<file path="src/rtl/hist_builder_rmw.sv">
// hist_builder_rmw
// Builds per-pixel timestamp histograms in an external synchronous RAM.
// Each accepted hit is handled as a read-modify-write over three stages:
// read request, increment, write back. Same-address hits one or two slots
// apart are forwarded so that back-to-back hits count exactly.
// A build clears the RAM, accumulates ACQ_NUM frames, drains the pipeline
// and then pulses his_done for one cycle.

module hist_builder_rmw #(
  parameter int NB      = 8,  // bin-index width, 2**NB bins per pixel
  parameter int PIX_W   = 2,  // pixel-index width, 2**PIX_W pixels per RAM
  parameter int CNT_W   = 8,  // bin counter width
  parameter int ACQ_NUM = 4   // frames accumulated per build, >= 1
) (
  input  logic                  clk,
  input  logic                  res,
  input  logic                  start,
  input  logic                  ts_valid,
  output logic                  ts_ready,
  input  logic [NB-1:0]         ts_bin,
  input  logic [PIX_W-1:0]      ts_pix,
  input  logic                  frame_end,
  output logic [PIX_W+NB-1:0]   raddr,
  output logic                  ren,
  input  logic [CNT_W-1:0]      rdata,
  output logic [PIX_W+NB-1:0]   waddr,
  output logic                  wen,
  output logic [CNT_W-1:0]      wdata,
  output logic                  busy,
  output logic                  sat_flag,
  output logic                  his_done
);

  localparam int AW    = PIX_W + NB;
  localparam int DEPTH = 2 ** AW;
  localparam int ACQ_W = (ACQ_NUM > 1) ? $clog2(ACQ_NUM) : 1;

  localparam logic [AW-1:0]    LAST_ADDR = AW'(DEPTH - 1);
  localparam logic [ACQ_W-1:0] ACQ_LAST  = ACQ_W'(ACQ_NUM - 1);
  localparam logic [CNT_W-1:0] CNT_MAX   = '1;

  typedef enum logic [2:0] {
    IDLE  = 3'd0,
    CLEAR = 3'd1,
    ACCUM = 3'd2,
    DRAIN = 3'd3,
    DONE  = 3'd4
  } stateT;

  stateT state, nextState;

  // Clear sweep address and frame counter
  logic [AW-1:0]    clrAddr;
  logic [ACQ_W-1:0] acqCnt;

  // Stage 2: hit whose read data arrives this cycle
  logic             s2Valid;
  logic [AW-1:0]    s2Addr;

  // Stage 3: write-back register, drives the RAM write port this cycle
  logic             s3Valid;
  logic [AW-1:0]    s3Addr;
  logic [CNT_W-1:0] s3Data;

  // Previous write: what the RAM was given last cycle (read-first RAM has
  // not yet shown it to a read issued in that same cycle)
  logic             pwValid;
  logic [AW-1:0]    pwAddr;
  logic [CNT_W-1:0] pwData;

  // Control decodes and increment datapath
  logic             startBuild;
  logic             accept;
  logic             lastFrame;
  logic [CNT_W-1:0] oldCnt;
  logic [CNT_W-1:0] newCnt;
  logic             satHit;

  // State register
  // NOTE: every clocked process uses non-blocking (<=) assignments so all
  // registers sample their inputs from the same edge; blocking assignments
  // here would make results depend on process evaluation order.
  always_ff @(posedge clk or posedge res) begin
    if (res) begin
      state <= IDLE;
    end else begin
      state <= nextState;
    end
  end

  // Next-state logic and control outputs
  // NOTE: every signal written here gets a default at the top, so no path
  // through the case statement leaves one unassigned and infers a latch.
  always_comb begin
    nextState  = state;
    ts_ready   = 1'b0;
    busy       = 1'b1;
    his_done   = 1'b0;
    startBuild = 1'b0;
    lastFrame  = 1'b0;

    case (state)
      IDLE: begin
        busy = 1'b0;
        if (start) begin
          startBuild = 1'b1;
          nextState  = CLEAR;
        end
      end
      CLEAR: begin
        if (clrAddr == LAST_ADDR) begin
          nextState = ACCUM;
        end
      end
      ACCUM: begin
        ts_ready = 1'b1;
        if (frame_end && (acqCnt == ACQ_LAST)) begin
          lastFrame = 1'b1;
          nextState = DRAIN;
        end
      end
      DRAIN: begin
        // Stage 3 completes its write during this cycle, so only the two
        // earlier stages need to be empty before leaving.
        if (!s1Pending() && !s2Valid) begin
          nextState = DONE;
        end
      end
      DONE: begin
        his_done  = 1'b1;
        nextState = IDLE;
      end
      default: begin
        nextState = IDLE;
      end
    endcase
  end

  // The read-request stage is the registered ren output itself.
  function automatic logic s1Pending();
    return ren;
  endfunction

  assign accept = ts_valid & ts_ready;

  // Clear sweep address and acquisition counter
  always_ff @(posedge clk or posedge res) begin
    if (res) begin
      clrAddr <= '0;
      acqCnt  <= '0;
    end else begin
      if (startBuild) begin
        clrAddr <= '0;
        acqCnt  <= '0;
      end else if (state == CLEAR) begin
        clrAddr <= clrAddr + 1'b1;
      end

      if ((state == ACCUM) && frame_end && !lastFrame) begin
        acqCnt <= acqCnt + 1'b1;
      end
    end
  end

  // Stage 1: register the accepted hit as the RAM read request
  always_ff @(posedge clk or posedge res) begin
    if (res) begin
      ren   <= 1'b0;
      raddr <= '0;
    end else begin
      ren <= accept;
      if (accept) begin
        raddr <= {ts_pix, ts_bin};
      end
    end
  end

  // Stage 2: the read data for this hit is on rdata during this stage
  always_ff @(posedge clk or posedge res) begin
    if (res) begin
      s2Valid <= 1'b0;
      s2Addr  <= '0;
    end else begin
      s2Valid <= ren;
      s2Addr  <= raddr;
    end
  end

  // Old count selection: the nearest pending write to the same bin wins
  always_comb begin
    oldCnt = rdata;
    if (s3Valid && (s3Addr == s2Addr)) begin
      oldCnt = s3Data;
    end else if (pwValid && (pwAddr == s2Addr)) begin
      oldCnt = pwData;
    end
    satHit = (oldCnt == CNT_MAX);
    newCnt = satHit ? CNT_MAX : (oldCnt + 1'b1);
  end

  // Stage 3 and previous-write registers
  // NOTE: reset covers only the pipeline registers; the histogram RAM itself
  // is never reset, it is zeroed by the CLEAR sweep at the start of a build.
  always_ff @(posedge clk or posedge res) begin
    if (res) begin
      s3Valid <= 1'b0;
      s3Addr  <= '0;
      s3Data  <= '0;
      pwValid <= 1'b0;
      pwAddr  <= '0;
      pwData  <= '0;
    end else begin
      s3Valid <= s2Valid;
      if (s2Valid) begin
        s3Addr <= s2Addr;
        s3Data <= newCnt;
      end
      pwValid <= s3Valid;
      pwAddr  <= s3Addr;
      pwData  <= s3Data;
    end
  end

  // Sticky saturation flag, cleared when a new build starts
  always_ff @(posedge clk or posedge res) begin
    if (res) begin
      sat_flag <= 1'b0;
    end else if (startBuild) begin
      sat_flag <= 1'b0;
    end else if (s2Valid && satHit) begin
      sat_flag <= 1'b1;
    end
  end

  // RAM write port: the clear sweep owns it in CLEAR, stage 3 otherwise
  always_comb begin
    wen   = s3Valid;
    waddr = s3Addr;
    wdata = s3Data;
    if (state == CLEAR) begin
      wen   = 1'b1;
      waddr = clrAddr;
      wdata = '0;
    end
  end

endmodule

</file>
<file path="config.mk">
export PLATFORM = sky130hd
export DESIGN_NAME = hist_builder_rmw
export DESIGN_NICKNAME = d
export VERILOG_FILES = /design/src/rtl/hist_builder_rmw.sv
export SDC_FILE = /design/constraint.sdc
export NUM_CORES = 1
export LEC_CHECK = 0
export ABC_AREA = 1
export CORE_ASPECT_RATIO = 1.75
export CORE_MARGIN = 2
export CORE_UTILIZATION = 30
export DETAILED_ROUTE_END_ITERATION = 10
export PLACE_DENSITY = 0.61
export SLEW_MARGIN = 20
export SYNTH_ARGS = -nofsm -noshare
export SYNTH_HDL_FRONTEND = slang
export SYNTH_SLANG_ARGS = --single-unit
</file>
<file path="constraint.sdc">
create_clock -name clk -period 2.35 [get_ports clk]
set_input_delay 0.47 -clock clk [delete_from_list [all_inputs] [get_ports clk]]
set_output_delay 0.47 -clock clk [all_outputs]
set_load 0.03 [all_outputs]
</file>
==> impl_summary.log, run 1 <==
[metrics] status: finished, final reports clean
[metrics] critical path's slowest cell: sky130_fd_sc_hd__dfrtp_1
[metrics] CTS Buffer Depth: 2
[metrics] Seq cells post-synth: 76
[metrics] H-tree lvl count: 3
[metrics] max-slew violation count: 0
[metrics] max_slew headroom: 0.6412
[metrics] areal power density over the cells: approximately 1400 nW/µm²
[metrics] critical path capture point type: output port
[metrics] wire length of the first global-routing pass: approximately 16 mm
[metrics] number of nets in the finished design: ~600
[metrics] cell repeated most along the worst path: sky130_fd_sc_hd__buf_4
[metrics] GRT Total Usage: 0.1505
[metrics] Most used DFF post-synth: sky130_fd_sc_hd__dfrtp_1
[metrics] Fmax achieved: approximately 460 MHz
[metrics] reported leakage power: about 2.5 nW
[metrics] DP Worst Slack: between 0.015 and 0.02 ns
[metrics] share of synthesized flip-flops with an asynchronous set or reset: 1.000
[metrics] number of global-route vias before repair: roughly 3300
[metrics] count of boundary I/O pins: 57
[metrics] initial antenna violation count: 0
[metrics] CTS tree: built
[metrics] crit path kind: flip-flop to output port
[metrics] number of buffers added for setup after CTS: 0
[metrics] number of antenna-violating nets in the routed design: 0
[metrics] final setup slack of the worst path: ~0.15 ns
[metrics] number of buffers created by CTS: 9
[metrics] number of cells produced by synthesis: 495
[metrics] Die Span X: approximately 90 µm
[metrics] number of buffers inserted by port buffering: 56
[metrics] syn_area_per_cell: between 7 and 8 µm²
[metrics] Worst Hold Class: flip-flop to flip-flop
[metrics] unrepaired setup endpoints after global routing: false
[metrics] Worst Path Max Fanout: 25
[metrics] maximum cell stage delay along the critical path: ~0.41 ns
[metrics] placed cell count: between 700 and 800
[metrics] Initial DRC Count: ~190
[metrics] WP buf/inv: 2
[metrics] proportion of layout cells with a drive suffix above 1: 0.1496
[metrics] reported max-cap violation count: 0
[metrics] maximum number of pins on one net before global-route repair: 32
[metrics] final RePlAce weighted congestion: 0.9081
[metrics] count of clock tree sinks: 76
[metrics] area added between synthesis and finish: 31.35%
[metrics] die height: ~150 µm
[metrics] Design Power: between 0.006 and 0.007 W
[metrics] DRC: 0
[metrics] skew final: 0.005931 ns
[metrics] post-layout instance count excluding filler cells: between 700 and 800
[metrics] area of the core: ~12000 µm²
[metrics] clock-pin slew on the worst setup and hold paths: roughly 0.060 ns
[metrics] share of the clock period used by the worst path after layout: 0.9349
[metrics] clock root cell: sky130_fd_sc_hd__clkbuf_16
[metrics] final number of setup-violating endpoints: 0
[metrics] detailed-route vias per instance: around 4.4
[metrics] routed wirelength normalized by instance count: between 10 and 15 µm
[metrics] area enclosed by the die boundary: roughly 14000 µm²
[metrics] initial core utilization: 0.3084
[metrics] detailed-route via count: 3303
[metrics] first-pass detailed-route iteration total: 5
[metrics] Syn. warnings: 0
[metrics] required time of the critical path: 1.88 ns
[metrics] Mapped Nets: about 520
[metrics] wire length after detailed routing: a little under 10 mm
[metrics] clk_lat worst skew: 0.33 ns
[metrics] Final Hold Vio Count: 0
[metrics] placed wire-length estimate: ~7.6 mm
[metrics] category of the worst setup path launch point: flip-flop
[metrics] slew at the pin closest to its max-slew limit: about 0.54 ns
[metrics] cell family with most CP delay: buffers and inverters
[metrics] Data arrival, critical path: 1.73 ns
[metrics] remaining global-route overflow: 0
[metrics] Netlist cell types: 37
[metrics] sequential-to-total area share from yosys stat: 0.4933
[metrics] final critical path time including I/O delays and setup: about 2.2 ns
[metrics] accumulated negative setup slack: 0 ns
[metrics] # rows: 54
[metrics] number of diodes added for antenna fixing: 0
[metrics] number of synthesized flops with an enable pin: 0
[metrics] Final Hold Slack: about 0.38 ns
[metrics] VDD IR-drop max: 0.0008317 V
[metrics] chain of cells forming the critical path: nor3_2 > buf_4 > nand2_1 > o21ai_0 > buf_4
[metrics] cell area after synthesis: around 3900 µm²
report_power, final:
group          internal [W]  switching, W
Combinational       0.00119       0.00209
Clock              0.000821      0.000519
Sequential          0.00182      0.000432
worst paths after layout:
| path | startpoint | to | slack [ns] | cells past startpoint |
|---|---|---|---|---|
| worst min register to register | s3Valid | pwValid | 0.38 | 0 |
| max in group asynchronous | res | pwData[5] | 1.30 | 3 |
| min in group asynchronous | res | clrAddr[4] | 0.53 | 2 |
| worst max-delay path | state[2] | waddr[8] | 0.15 | 5 |
| worst min-delay path | s3Valid | pwValid | 0.38 | 0 |
| worst max register to register | s3Addr[8] | s3Data[4] | 0.21 | 13 |
timing repair:
item	4_1_cts	5_1_grt
setup endpoints to repair	8	10
resized for setup	9	8
hold buffers	0	0
stage by stage:
stage / area [µm²] / util
after floorplan: 3859 / -
after global placement: 4755 / 0.3804
after detailed placement: 4755 / 0.3804
after CTS: 5031 / 0.4025
after global routing: 5064 / 0.4051
final: 5064 / 0.4051
sequential cells by signal, summed over array words and instances, names as in the netlist, 2 cells and up:
name	flops
pwAddr	10
acqCnt	2
raddr	10
state	3
s3Data	8
pwData	8
s2Addr	10
s3Addr	10
clrAddr	10
logic make-up after synthesis:
group / after synthesis / share of synthesized area
XOR/XNOR: 6 / 0.01363
AND/OR/NAND/NOR: 261 / 0.3096
buffers and inverters: 94 / 0.09250
AO/OA/AOI/OAI: 55 / 0.08114
flip-flops: 76 / 0.4933
adder cells (fa/ha/maj): 3 / 0.009738
cell usage in the layout (no fill, tap or decap), drive strengths merged, types with 2 or more instances in the layout:
master,synthesis,layout
nand3,32,32
xnor2,4,4
ha,3,3
clkdlybuf4s50,0,36
nand4,4,4
nor3,8,8
dfrtp,76,76
nor2,47,47
clkinvlp,0,3
buf,1,27
clkinv,2,3
a21oi,14,14
a211oi,3,3
inv,84,83
dlygate4sd2,0,8
nand2,167,167
xor2,2,2
o21ai,33,33
clkbuf,7,12
cell type report:
class | count | area (µm²)
Fill cell | 1277 | 7436
Inverter | 86 | 330.3
Clock inverter | 4 | 50.05
Multi-Input combinational cell | 325 | 1625
Clock buffer | 12 | 236.5
Timing Repair Buffer | 72 | 708.2
Tap cell | 168 | 210.2
Sequential cell | 76 | 1903
synth_stat cells, drive strengths merged (4+ instances only):
cell,number,share of area
nor2,47,0.060
xnor2,4,0.0091
nand2,167,0.18
o21ai,33,0.043
clkbuf,7,0.0068
nor3,8,0.012
nand4,4,0.0065
nand3,32,0.049
dfrtp,76,0.49
a21oi,14,0.023
inv,84,0.082
routing by layer:
layer / up-vias / routed length [µm] / GRT usage
met5: - / 0 / 0
met4: 0 / 359 / 0.06752
met3: 20 / 310 / 0.02469
met2: 80 / 5239 / 0.2700
met1: 1524 / 3721 / 0.1670
li1: 1679 / - / -
Note: power is estimated with default switching activity, not from simulation.
==> run 2: changes to the inputs <==
Settings changed: PLACE_DENSITY 0.61 to not set, PLACE_DENSITY_LB_ADDON set to 0.08.
Clock period 2.35 ns to 2.6 ns, I/O delays scaled along.
==> impl_summary.log, run 2 (synthesis results as in run 1) <==
[metrics] Worst Path Max Fanout: 5 (was 25)
[metrics] routed wirelength normalized by instance count: 13.96 µm (was 12.96 µm)
[metrics] status: finished, final reports clean (unchanged)
[metrics] cell family with most CP delay: buffers and inverters (unchanged)
[metrics] placed wire-length estimate: 7.870 mm (was 7.594 mm)
[metrics] H-tree lvl count: 3 (unchanged)
[metrics] crit path kind: flip-flop to output port (unchanged)
[metrics] areal power density over the cells: 1264 nW/µm² (was 1355 nW/µm²)
[metrics] origin of the worst setup path: state[2] (unchanged)
[metrics] max_slew headroom: 0.6849 (was 0.6412)
[metrics] GRT Total Usage: 0.1617 (was 0.1505)
[metrics] area used by sequential logic in the layout: 1902 µm² (was 1903 µm²)
[metrics] die height: 154.0 µm (unchanged)
[metrics] cell count of the worst reg-to-reg path: 17 (was 13)
[metrics] CTS Buffer Depth: 2 (unchanged)
[metrics] max-slew violation count: 0 (unchanged)
[metrics] Crit Reg-Reg Startpoint: s2Addr[9] (was s3Addr[8])
[metrics] CP Capture Point: wdata[5] (was waddr[8])
[metrics] first-pass detailed-route iteration total: 4 (was 5)
[metrics] register-to-register setup slack: 0.26 ns (was 0.21 ns)
[metrics] initial antenna violation count: 0 (unchanged)
[metrics] fraction of met3 tracks used by global routing: 0.02791 (was 0.02469)
[metrics] number of diodes added for antenna fixing: 0 (unchanged)
[metrics] Initial DRC Count: 115 (was 192)
[metrics] multi-input gate area in the final layout: 1614 µm² (was 1625 µm²)
[metrics] Post-Route Utilization: 0.4043 (was 0.4051)
[metrics] path length in cells of the critical path: 6 (was 5)
[metrics] M2 GR Usage: 0.2938 (was 0.2700)
[metrics] M1 GR Usage: 0.1722 (was 0.1670)
[metrics] clock-pin slew on the worst setup and hold paths: 0.06 ns (about the same)
[metrics] WP buf/inv: 4 (was 2)
[metrics] commonest cells after routing, fill and taps aside: sky130_fd_sc_hd__nand2_1 (155), sky130_fd_sc_hd__dfrtp_1 (76), sky130_fd_sc_hd__inv_1 (75) (was sky130_fd_sc_hd__nand2_1 (154), sky130_fd_sc_hd__inv_1 (75), sky130_fd_sc_hd__dfrtp_1 (75))
[metrics] Final Hold Vio Count: 0 (unchanged)
[metrics] count of clock tree sinks: 76 (unchanged)
[metrics] Data arrival, critical path: 1.97 ns (was 1.73 ns)
[metrics] number of global-route vias before repair: 3399 (was 3308)
[metrics] number of antenna-violating nets in the routed design: 0 (unchanged)
[metrics] clock root cell: sky130_fd_sc_hd__clkbuf_16 (unchanged)
[metrics] Die Span X: 89.69 µm (unchanged)
[metrics] area added between synthesis and finish: 31.09% (was 31.35%)
[metrics] Worst Hold Class: flip-flop to flip-flop (unchanged)
[metrics] share of the clock period used by the worst path after layout: 0.9584
[metrics] number of buffers inserted by port buffering: 56 (unchanged)
[metrics] post-layout instance count excluding filler cells: 739 (was 743)
[metrics] area of the core: 12500 µm² (unchanged)
[metrics] clk_lat worst skew: 0.34 ns (was 0.33 ns)
[metrics] skew final: 0.005619 ns (was 0.005931 ns)
[metrics] final number of setup-violating endpoints: 0 (unchanged)
[metrics] VDD IR-drop max: 0.0004904 V (was 0.0008317 V)
[metrics] proportion of layout cells with a drive suffix above 1: 0.1419 (was 0.1496)
[metrics] detailed-route via count: 3261 (was 3303)
[metrics] critical path capture point type: output port (unchanged)
[metrics] count of boundary I/O pins: 57 (unchanged)
[metrics] initial core utilization: 0.3084 (unchanged)
[metrics] number of buffers created by CTS: 9 (unchanged)
[metrics] commonest non-fill, non-tap cell in the layout: sky130_fd_sc_hd__nand2_1 (unchanged)
[metrics] Filler cells: 1324 (was 1277)
[metrics] terminus of the critical flop-to-flop path: s3Data[5] (was s3Data[4])
[metrics] area post-placement: 4671 µm² (was 4755 µm²)
[metrics] wire length of the first global-routing pass: 16.69 mm (was 15.79 mm)
[metrics] number of nets in the finished design: 592 (was 596)
[metrics] critical path's slowest cell: sky130_fd_sc_hd__clkdlybuf4s50_1 (was sky130_fd_sc_hd__dfrtp_1)
[metrics] maximum cell stage delay along the critical path: 0.57 ns (was 0.41 ns)
[metrics] maximum number of pins on one net before global-route repair: 77 (was 32)
[metrics] required time of the critical path: 2.08 ns (was 1.88 ns)
[metrics] placed cell count: 718 (was 727)
[metrics] accumulated negative setup slack: 0 ns (unchanged)
[metrics] reported leakage power: 2.577 nW (was 2.542 nW)
[metrics] final RePlAce weighted congestion: 0.8787 (was 0.9081)
[metrics] Fmax achieved: about 400 MHz
[metrics] remaining global-route overflow: 0 (unchanged)
[metrics] DRC: 0 (unchanged)
[metrics] area enclosed by the die boundary: 13810 µm² (unchanged)
[metrics] wire length after detailed routing: 10.32 mm (was 9.631 mm)
[metrics] CTS tree: built (unchanged)
[metrics] # rows: 54 (unchanged)
[metrics] detailed-route vias per instance: 4.413 (was 4.445)
[metrics] chain of cells forming the critical path: nor3_4 > clkinvlp_4 > buf_4 > nand2_1 > inv_1 > clkdlybuf4s50_1 (was nor3_2 > buf_4 > nand2_1 > o21ai_0 > buf_4)
[metrics] reported max-cap violation count: 0 (unchanged)
[metrics] Finished Cell Area: 5054 µm² (was 5064 µm²)
[metrics] final critical path time including I/O delays and setup: about 2.5 ns
[metrics] unrepaired setup endpoints after global routing: false (unchanged)
[metrics] slew at the pin closest to its max-slew limit: 0.4677 ns (was 0.5371 ns)
[metrics] Top Usage Layer GRT: met2 (unchanged)
[metrics] category of the worst setup path launch point: flip-flop (unchanged)
-- run 2: changes by cell type in the layout (fill, tap and decap cells not counted), sizes merged --
cell           before  now
buf                27   23
dlymetal6s2s        1    7
dlygate4sd2         8    0
clkbuf             12    9
clkdlybuf4s50      36   38
inv                83   87
clkinvlp            3    2
-- run 2: report_power, final --
part | internal [W] | switching [W] | leakage (nW)
Clock | 0.000759 | 0.000538 | 0.147
Combinational | 0.00114 | 0.00191 | 1.48
Sequential | 0.00164 | 0.000406 | 0.950
Total | 0.00354 | 0.00285 | 2.58
-- run 2: worst reg2reg max path, stage by stage (launching register included) --
cell and delay, ns:
sky130_fd_sc_hd__dfrtp_1 0.45, sky130_fd_sc_hd__inv_2 0.09, sky130_fd_sc_hd__nand2_2 0.09, sky130_fd_sc_hd__nand2_2 0.05, sky130_fd_sc_hd__nor2_2 0.11, sky130_fd_sc_hd__nand2_2 0.08
sky130_fd_sc_hd__nor2_4 0.19, sky130_fd_sc_hd__nand3_1 0.12, sky130_fd_sc_hd__nand3_1 0.11, sky130_fd_sc_hd__o21ai_2 0.10, sky130_fd_sc_hd__inv_1 0.10, sky130_fd_sc_hd__ha_1 0.23
sky130_fd_sc_hd__nand2_4 0.09, sky130_fd_sc_hd__nor2_8 0.13, sky130_fd_sc_hd__nand2_4 0.06, sky130_fd_sc_hd__nand2_4 0.08, sky130_fd_sc_hd__inv_4 0.06, sky130_fd_sc_hd__a21oi_2 0.12
-- run 2: final cells by class --
class                      instances  share of cell area
clock buffer                       9             0.04457
clock inverter                     7             0.01609
tap                              168             0.04159
multi-input combinational        325              0.3194
inverter                          86             0.06536
timing repair buffer              68              0.1367
sequential                        76              0.3763
-- run 2: repair_timing --
action                     in CTS  in global routing
hold buffers                    0                  0
resized for setup               1                 10
buffers inserted                3                  2
gates cloned                    0                  0
setup endpoints to repair       8                 17
pin swaps                       0                  1
-- run 2: layer usage --
metal	wire length (µm)	up-vias
li1	-	1672
met1	3910	1496
met4	361	0
met2	5688	73
met5	0	-
met3	357	20
-- run 2: worst min path at each step --
stage                     startpoint  endpoint  slack, ns  cells past startpoint
final                        s3Valid   pwValid       0.38                      0
after global routing         s3Valid   pwValid       0.40                      0
after CTS                    s3Valid   pwValid       0.39                      0
after detailed placement     s3Valid   pwValid       0.37                      0
after global placement       s3Valid   pwValid       0.36                      0
after floorplan              s3Valid   pwValid       0.35                      0
-- run 2: per-stage QoR --
stage | worst slack [ns] | hold WS [ns] | power, W
4_1_cts | 0.02670 | 0.3886 | 0.006441
3_3_place_gp | 0.1932 | 0.3631 | 0.005053
2_1_floorplan | 0.1417 | 0.3537 | 0.003879
5_1_grt | 0.01185 | 0.3962 | 0.006864
3_5_place_dp | 0.1633 | 0.3742 | 0.005062
6_report | 0.1081 | 0.3848 | 0.006387
==> run 3: changes to the inputs <==
Settings changed: PLACE_DENSITY_LB_ADDON 0.08 to 0.3.
==> impl_summary.log, run 3 (synthesis results as in run 1) <==
[metrics] status: finished, final reports clean (unchanged)
[metrics] part of the power in the clock network: 0.218 (was 0.203)
[metrics] number of buffers created by CTS: 9 (unchanged)
[metrics] Die Span X: 89.69 µm (unchanged)
[metrics] number of global-route vias before repair: 3368 (was 3399)
[metrics] placed wire-length estimate: 7.476 mm (was 7.870 mm)
[metrics] reported max-cap violation count: 0 (unchanged)
[metrics] initial antenna violation count: 0 (unchanged)
[metrics] clock-pin slew on the worst setup and hold paths: 0.06 ns (about the same)
[metrics] GRT Total Usage: 0.1537 (was 0.1617)
[metrics] Fmax achieved: 421.0 MHz (was 401.3 MHz)
[metrics] Worst Hold Class: flip-flop to flip-flop (unchanged)
[metrics] clock root cell: sky130_fd_sc_hd__clkbuf_16 (unchanged)
[metrics] Finished Cell Area: 5001 µm² (was 5054 µm²)
[metrics] detailed-route vias per instance: 4.520 (was 4.413)
[metrics] count of clock tree sinks: 76 (unchanged)
[metrics] category of the worst setup path launch point: flip-flop (unchanged)
[metrics] Initial DRC Count: 172 (was 115)
[metrics] Final Hold Vio Count: 0 (unchanged)
[metrics] P_int: 0.003554 W (was 0.003535 W)
[metrics] initial core utilization: 0.3084 (unchanged)
[metrics] final critical path time including I/O delays and setup: 2.375 ns (was 2.492 ns)
[metrics] critical path's slowest cell: sky130_fd_sc_hd__dfrtp_1 (was sky130_fd_sc_hd__clkdlybuf4s50_1)
[metrics] # rows: 54 (unchanged)
[metrics] unrepaired setup endpoints after global routing: false (unchanged)
[metrics] cell count of the worst reg-to-reg path: 17 (unchanged)
[metrics] proportion of layout cells with a drive suffix above 1: 0.1408 (was 0.1419)
[metrics] CTS Buffer Depth: 2 (unchanged)
[metrics] area enclosed by the die boundary: 13810 µm² (unchanged)
[metrics] wire length of the first global-routing pass: 16.11 mm (was 16.69 mm)
[metrics] chain of cells forming the critical path: nor3_2 > clkinvlp_4 > buf_4 > o21ai_0 > buf_4 (was nor3_4 > clkinvlp_4 > buf_4 > nand2_1 > inv_1 > clkdlybuf4s50_1)
[metrics] DRC: 0 (unchanged)
[metrics] wire length after detailed routing: 9.787 mm (was 10.32 mm)
[metrics] commonest cells after routing, fill and taps aside: sky130_fd_sc_hd__nand2_1 (155), sky130_fd_sc_hd__dfrtp_1 (76), sky130_fd_sc_hd__inv_1 (75) (unchanged)
[metrics] H-tree lvl count: 3 (unchanged)
[metrics] area of the core: 12500 µm² (unchanged)
[metrics] net load switching power: 0.002799 W (was 0.002852 W)
[metrics] required time of the critical path: 2.08 ns (about the same)
[metrics] number of nets in the finished design: 589 (was 592)
[metrics] Worst Path Max Fanout: 8 (was 5)
[metrics] die height: 154.0 µm (unchanged)
[metrics] skew final: 0.005624 ns (was 0.005619 ns)
[metrics] number of diodes added for antenna fixing: 0 (unchanged)
[metrics] Post-Route Utilization: 0.4001 (was 0.4043)
[metrics] max-slew violation count: 0 (unchanged)
[metrics] CTS tree: built (unchanged)
[metrics] first-pass detailed-route iteration total: 4 (unchanged)
[metrics] cell repeated most along the worst path: sky130_fd_sc_hd__buf_4
[metrics] accumulated negative setup slack: 0 ns (unchanged)
[metrics] remaining global-route overflow: 0 (unchanged)
[metrics] Filler cells: 1301 (was 1324)
[metrics] routed wirelength normalized by instance count: 13.30 µm (was 13.96 µm)
[metrics] instance count along the most critical hold path: 0 (unchanged)
[metrics] register-to-register setup slack: 0.28 ns (was 0.26 ns)
[metrics] critical path capture point type: output port (unchanged)
[metrics] commonest non-fill, non-tap cell in the layout: sky130_fd_sc_hd__nand2_1 (unchanged)
[metrics] maximum cell stage delay along the critical path: 0.41 ns (was 0.57 ns)
[metrics] final number of setup-violating endpoints: 0 (unchanged)
[metrics] maximum number of pins on one net before global-route repair: 77 (unchanged)
[metrics] Data arrival, critical path: 1.86 ns (was 1.97 ns)
[metrics] number of antenna-violating nets in the routed design: 0 (unchanged)
[metrics] fraction of power spent switching nets: 0.4406 (was 0.4465)
[metrics] area post-placement: 4621 µm² (was 4671 µm²)
[metrics] number of buffers inserted by port buffering: 56 (unchanged)
[metrics] max_slew headroom: 0.7021 (was 0.6849)
[metrics] slew at the pin closest to its max-slew limit: 0.4422 ns (was 0.4677 ns)
[metrics] share of the clock period used by the worst path after layout: 0.9135 (was 0.9584)
[metrics] count of boundary I/O pins: 57 (unchanged)
[metrics] reported leakage power: 2.552 nW (was 2.577 nW)
[metrics] hold_buf cts: 0 (unchanged)
[metrics] area added between synthesis and finish: 29.73% (was 31.09%)
[metrics] share of power burned in registers: 0.321 (was 0.320)
[metrics] final RePlAce weighted congestion: 0.8757 (was 0.8787)
[metrics] clk_lat worst skew: 0.34 ns (about the same)
[metrics] combinational share of power: 0.461 (was 0.477)
[metrics] areal power density over the cells: 1270 nW/µm² (was 1264 nW/µm²)
[metrics] VDD IR-drop max: 0.0008638 V (was 0.0004904 V)
[metrics] crit path kind: flip-flop to output port (unchanged)
[metrics] detailed-route via count: 3327 (was 3261)
## run 3: final cells by class
class / count / area [µm²] / area share
Inverter: 86 / 330.3 / 0.06605
Sequential cell: 76 / 1902 / 0.3803
Tap cell: 168 / 210.2 / 0.04203
Clock inverter: 6 / 93.84 / 0.01876
Clock buffer: 10 / 239.0 / 0.04779
Multi-Input combinational cell: 325 / 1603 / 0.3205
Timing Repair Buffer: 65 / 623.1 / 0.1246
## run 3: power by group through the flow
| stage | Sequential, W | Combinational (W) | Clock [W] |
|---|---|---|---|
| after global placement | 0.00204 | 0.00287 | 0 |
| after floorplan | 0.00208 | 0.00180 | 0 |
| after global routing | 0.00210 | 0.00325 | 0.00146 |
| after detailed placement | 0.00206 | 0.00291 | 0 |
| after CTS | 0.00204 | 0.00297 | 0.00143 |
| final | 0.00204 | 0.00293 | 0.00139 |
## run 3: what timing repair did
| action | 4_1_cts | 5_1_grt |
|---|---|---|
| endpoints found under the setup margin | 6 | 13 |
| gates resized for setup | 1 | 8 |
| setup buffers | 3 | 0 |
| cloned | 0 | 0 |
## run 3: final timing paths
check / startpoint / to
worst max register to register: s2Addr[8] / s3Data[4]
min in group asynchronous: res / s3Addr[0]
worst min-delay path: s3Valid / pwValid
worst min register to register: s3Valid / pwValid
worst max-delay path: state[2] / waddr[0]
max in group asynchronous: res / s3Addr[4]
## run 3: routing by layer
| layer | up-vias | track usage | part of all wire |
|---|---|---|---|
| met2 | 99 | 0.2560 | 0.52 |
| met5 | - | 0 | 0 |
| met1 | 1535 | 0.1785 | 0.39 |
| met4 | 0 | 0.08316 | 0.044 |
| li1 | 1670 | - | - |
| met3 | 23 | 0.03221 | 0.043 |
## run 3: stage by stage
step | power (W) | hold slack, ns | setup slack (ns) | instances
final | 0.006353 | 0.3796 | 0.2249 | 736
after global routing | 0.006813 | 0.3874 | 0.08089 | 736
after CTS | 0.006436 | 0.3848 | 0.02502 | 736
after detailed placement | 0.004962 | 0.3717 | 0.2044 | 717
after global placement | 0.004911 | 0.3670 | 0.2526 | 717
after floorplan | 0.003879 | 0.3537 | 0.1417 | 495
## run 3: worst max-delay path, delay by kind of cell, from the launching register on
family                 cells  cell delay, ns
buffers and inverters      3            0.55
AND/OR/NAND/NOR            1            0.29
flip-flops                 1            0.41
AO/OA/AOI/OAI              1            0.28
